<file path="src/rtl/mult_seq8.sv">
// rtl/mult_seq8.sv - sequencer and X/A/B register file for an 8-bit signed shift-add multiplier
// Optional build macro MULT_SKIP_ZERO_EN: skip the ADD state when the current multiplier bit is 0.
module mult_seq8 (
    input  logic       Clk,
    input  logic       Reset,
    input  logic       Run,
    input  logic       ClearA_LoadB,
    input  logic [7:0] S,
    input  logic [8:0] add_sum,
    output logic [7:0] add_a,
    output logic [7:0] add_b,
    output logic       add_fn,
    output logic [7:0] Aval,
    output logic [7:0] Bval,
    output logic       Xval,
    output logic       done
);

    typedef enum logic [1:0] {
        IDLE  = 2'd0,
        ADD   = 2'd1,
        SHIFT = 2'd2,
        DONE  = 2'd3
    } state_t;

    state_t     state, state_n;
    logic       x, x_n;
    logic [7:0] a, a_n;
    logic [7:0] b, b_n;
    logic [7:0] m, m_n;
    logic [2:0] cnt, cnt_n;

    always_ff @(posedge Clk) begin
        if (Reset) begin
            state <= IDLE;
            x     <= 1'b0;
            a     <= 8'h00;
            b     <= 8'h00;
            m     <= 8'h00;
            cnt   <= 3'd0;
        end else begin
            state <= state_n;
            x     <= x_n;
            a     <= a_n;
            b     <= b_n;
            m     <= m_n;
            cnt   <= cnt_n;
        end
    end

    always_comb begin
        state_n = state;
        x_n     = x;
        a_n     = a;
        b_n     = b;
        m_n     = m;
        cnt_n   = cnt;
        case (state)
            IDLE: begin
                // Load wins over start; B is deliberately not reloaded on start.
                if (ClearA_LoadB) begin
                    x_n = 1'b0;
                    a_n = 8'h00;
                    b_n = S;
                end else if (Run) begin
                    x_n   = 1'b0;
                    a_n   = 8'h00;
                    m_n   = S;
                    cnt_n = 3'd0;
`ifdef MULT_SKIP_ZERO_EN
                    state_n = b[0] ? ADD : SHIFT;
`else
                    state_n = ADD;
`endif
                end
            end
            ADD: begin
                if (b[0]) begin
                    a_n = add_sum[7:0];
                    x_n = add_sum[8];
                end
                state_n = SHIFT;
            end
            SHIFT: begin
                a_n = {x, a[7:1]};
                b_n = {a[0], b[7:1]};
                if (cnt == 3'd7) begin
                    state_n = DONE;
                end else begin
                    cnt_n = cnt + 3'd1;
`ifdef MULT_SKIP_ZERO_EN
                    // b[1] becomes the next multiplier bit after this shift.
                    state_n = b[1] ? ADD : SHIFT;
`else
                    state_n = ADD;
`endif
                end
            end
            DONE: begin
                if (!Run) state_n = IDLE;
            end
            default: state_n = IDLE;
        endcase
    end

    // The last multiplier bit carries negative weight, hence the subtract.
    assign add_fn = (state == ADD) && (cnt == 3'd7);
    assign add_a  = a;
    assign add_b  = m;
    assign Aval   = a;
    assign Bval   = b;
    assign Xval   = x;
    assign done   = (state == DONE);

endmodule

</file>
<file path="config.mk">
export PLATFORM = sky130hd
export DESIGN_NAME = mult_seq8
export DESIGN_NICKNAME = d
export VERILOG_FILES = /design/src/rtl/mult_seq8.sv
export SDC_FILE = /design/constraint.sdc
export NUM_CORES = 1
export LEC_CHECK = 0
export BUFFER_PORTS_ARGS = -buffer_cell sky130_fd_sc_hd__buf_2
export CORE_ASPECT_RATIO = 1.1
export CORE_MARGIN = 2
export CORE_UTILIZATION = 30
export CTS_CLUSTER_DIAMETER = 80
export DETAILED_ROUTE_END_ITERATION = 7
export HOLD_SLACK_MARGIN = 0.06
export PLACE_DENSITY = 0.59
export SYNTH_ARGS = -nofsm -noshare
export SYNTH_HDL_FRONTEND = slang
export SYNTH_SLANG_ARGS = --single-unit
export TNS_END_PERCENT = 10
</file>
<file path="constraint.sdc">
create_clock -name Clk -period 1.7 [get_ports Clk]
set_clock_uncertainty 0.2 [all_clocks]
set_input_delay 0.34 -clock Clk [delete_from_list [all_inputs] [get_ports Clk]]
set_output_delay 0.34 -clock Clk [all_outputs]
set_load 0.02 [all_outputs]
</file>
## After elaboration in Yosys (flattened, before gate mapping)

Cells that the tools add are included.

- Output and inout bits: 35
- Bits in registers: 30
- Bits of input ports: 21
- Logic and storage cells: 49

- Equality and inequality tests: 11
- Reductions and logical operators: 11
- Bitwise logic cells: 1
- Mux-type cells: 19
- Add/subtract/negate cells: 1

Operator list:

| operator | number |
|---|---|
| $mux 8 | 4 |
| $pmux 8 s3 | 1 |
| $pmux 8 s2 | 1 |
| $ne 2x2->1 const B | 6 |
| $reduce_and 3->1 | 4 |
| $mux 3 | 3 |
| $mux 2 | 4 |
| $pmux 2 s4 | 1 |
| $pmux 3 s2 | 1 |
| $eq 2x2->1 const B | 2 |
| $reduce_and 4->1 | 1 |
| $reduce_bool 2->1 | 2 |
| $add 3x1->3 const B | 1 |
| $eq 3x3->1 const B | 1 |
| $mux 1 | 3 |
| $ne 3x3->1 const B | 1 |
| $reduce_bool 3->1 | 1 |
| $eq 2x1->1 const B | 1 |
| $logic_not 2->1 | 1 |
| $pmux 1 s2 | 1 |
| $reduce_and 2->1 | 1 |
| $logic_and 1x1->1 | 1 |
| $not 1->1 | 1 |

## Depth between registers and ports, before layout

- Depth after elaboration: 3
- Depth in mapped cells: 6
- Mapped depth without buffers: 5

## Least setup slack after synthesis

OpenSTA, ideal clock, no wires.

- Kind: register -> register
- From: reg state[0]
- To: reg a[0], in the netlist Aval[0]
- Path buffers: 1
- Required time: 1381 ps
- Data arrival time: 1484 ps
- Cell stages (with the launch flop): 7
- Clock period less this slack: 1803 ps
- Library setup time: 119 ps
- Setup slack: -103 ps
- Cell sequence: dfxtp_1 inv_1 ha_1 nor3b_1 or3_1 buf_6 mux2i_1

- Word-level cells in the longest chain between the ends: 3
- Elaborated cells between the ends (all ways): 8
- Those cells by class: 4 x eq/ne; 1 x mux; 3 x reduce/logical

RTL lines:

| what | RTL line | source |
|---|---|---|
| start, declared | 26 | `state_t state, state_n;` |
| start signal, assigned | 42 | `state <= state_n;` |
| $eq 2x1->1, or another cell as far along | 58 | `case (state)` |
| $ne 2x2->1 (no line), or another cell as far along | -- |  |
| $reduce_and 3->1 (no line) | -- |  |
| end signal, assigned | 44 | `a <= a_n;` |
| end, declared | 28 | `logic [7:0] a, a_n;` |

Several ways; a longest one is shown, not always the timed one.
A chain may end at the register's enable or synchronous reset.

## Final worst setup path

- From: reg cnt[0]
- To: out add_fn

- Word-level cells in the longest chain between the ends: 2

RTL lines:

| what | RTL line | source |
|---|---|---|
| start, declared | 31 | `logic [2:0] cnt, cnt_n;` |
| start signal, assigned | 47 | `cnt <= cnt_n;` |
| $eq 3x3->1 | 107 | `assign add_fn = (state == ADD) && (cnt == 3'd7);` |
| $logic_and 1x1->1 | 107 |  |
| end, declared | 12 | `output logic add_fn,` |

No other way between the ends.

==> metrics <==
kind of critical path=flip-flop to output pin; Post-Syn Nets=approximately 190; Core Area=5000 um2; PortBufs=55; crit start category=flip-flop; period utilization=102%; Synth top area share=between 30% and 40%; crit path capture type=output pin; Reg area=604 um2; vias in the first global route=1,352; worst-case clock buffer depth=2; placed instance count=275; layout cells sized above 1=46.9%; TritonCTS Buffers=5; worst hold path class=input port to flip-flop; Multi-input gate area=903 um2; Total Routing Usage GR=around 14%; dominant cells by area after synthesis=dfxtp_1, mux2i_1, ha_1; die area=5790 um2; maxcap violations=0; CP Data Arrival Time=~1200 ps; Cell Rows=27; count leader, synth=dfxtp_1; clk sinks=30; Synth cell types=31; total wire length=3710 um; top cells by count, synth=dfxtp_1, mux2i_1, nand2_1; H-tree Lvls=2; post-route setup TNS=-61.5 ps; area delta synth->final=40.5%; Leak Pwr=approximately 1.0 nW; layout filler cell count=495; Mapped Cells=approximately 160; worst setup margin=-34.6 ps; Post-DRT Antenna Nets=0; nets=around 260; clock root buffer master=clkbuf_8; Max transition margin=79.7%; number of synthesized flops with an enable pin=0; Die X=slightly above 70 um; CTS tree=built; synth warn=0; mapped cell area=1560 um2; gpl congestion=0.748; area leader, netlist=dfxtp_1; antenna violations before repair=0; hpwl dp=approximately 2700 um; top_reg_cell synth=dfxtp_1; Worst-Skew Late Latency=280 ps; DR iter-0 viols=40; design area=2190 um2; Least-Margin Pin Slew=304 ps; fin. max-slew vios=0; post-synthesis register bit count=30; vias per inst=4.76; RSZ-0062 raised after global routing=true; initial core utilization=31.2%; placed cell areas=1930 um2; Residual DRC=0; VDD IR-drop max=0.745 mV; critical path peak fanout=3; failing checks=negative setup slack; Final Hold Vio Count=0; Final Non-Filler Cells=286; status=finished with violations; Setup WS pre-CTS=-71.1 ps; Vias=1,361; Clk pin slew, worst setup/hold paths=60 ps; # IOs=56; ys async rst share=0%; Antenna diodes=0; first drt pass iteration count=4; Die H=79.6 um; Synth Area per Inst=9.62 um2; post-layout minimum cycle time=1730 ps; WL per Instance=13.0 um; PwrDens=1360 nW/um2; largest net degree at the start of global routing=18; first-pass GRT wire length=between 6000 and 7000 um; # setup viols final=7; grt total ovfl=0; register area share after synthesis=38.5%; number of hold buffers added after CTS=0; fmax=0.576 GHz; critical path data required time=approximately 1200 ps
-- path summary, 6_finish.rpt --
check                              start  endpoint  slack, ps  depth (start not counted)
worst min-delay path                S[4]  add_b[4]        120                          3
worst max register to register  state[0]   Aval[3]        -10                          6
worst min register to register   Aval[4]   Aval[4]        290                          2
worst max-delay path              cnt[0]    add_fn        -30                          4
-- cell usage in the layout (no fill, tap or decap), drive strengths merged --
master and n:
nand3 4, a22oi 1, o41ai 1, or3 1
clkinv 1, nand3b 2, nor3b 1, mux2i 28
mux2 1, buf 77, or2b 1, nor2b 1
and2 1, a222oi 1, inv 2, nand2 20
bufinv 1, dfxtp 30, o311ai 1, nor2 17
a22o 9, nand2b 2, o32ai 1, clkbuf 6
and2b 1, o21ai 1, a211oi 8, ha 8
-- stage by stage --
stage               hold WS, ps  total power, mW  utilization, %
floorplan                   238             1.75               -
global placement            249             2.11            38.6
detailed placement          259             2.12            38.6
CTS                         109             2.98            43.5
global route                124             3.18            43.8
finish                      118             2.97            43.8
-- repair_timing --
item                       in CTS  in global routing
gates resized for setup        25                  4
pin swaps                       1                  1
setup buffers                   4                  0
setup endpoints to repair      21                 19
-- critical path: stages (launching register included) --
cell     delay, ps
dfxtp_2        340
ha_4           160
ha_4           150
and2_4         150
buf_6          120
-- metal layers --
layer / wire, um / GRT usage (%)
met1: 1760 / 18.3
met2: 1660 / 21.5
met3: 253 / 3.91
met4: 37 / 4.44
met5: 0 / 0
-- cells by family after synthesis --
family | share of synthesized area (%)
and+or+nand+nor | 14.6
muxes | 18.7
DFF | 38.5
AOI/OAI and AO/OA | 12.8
buffers and inverters | 8.91
adders and majority gates | 6.42
-- power breakdown --
part	total, mW	switching (mW)	internal [mW]	leakage [nW]
registers	0.911	0.0872	0.824	0.246
logic	1.33	0.691	0.643	0.737
clock network	0.725	0.257	0.468	0.0573
total	2.97	1.04	1.94	1.04
-- state kept, by name (all words and copies together), names as in the netlist --
signal / cells
Bval: 8
cnt: 3
add_b: 8
Aval: 8
state: 2
Xval: 1
-- area by class of cell --
cell class              instances  area share (%)
repair buffers                 77            22.1
flip-flops and latches         30            27.6
inverters                       3           0.628
well taps                      58            3.31
clock buffers                   6            3.77
clock inverters                 1            1.37
multi-input cells             111            41.2
Note: power is estimated with default switching activity, not from simulation.
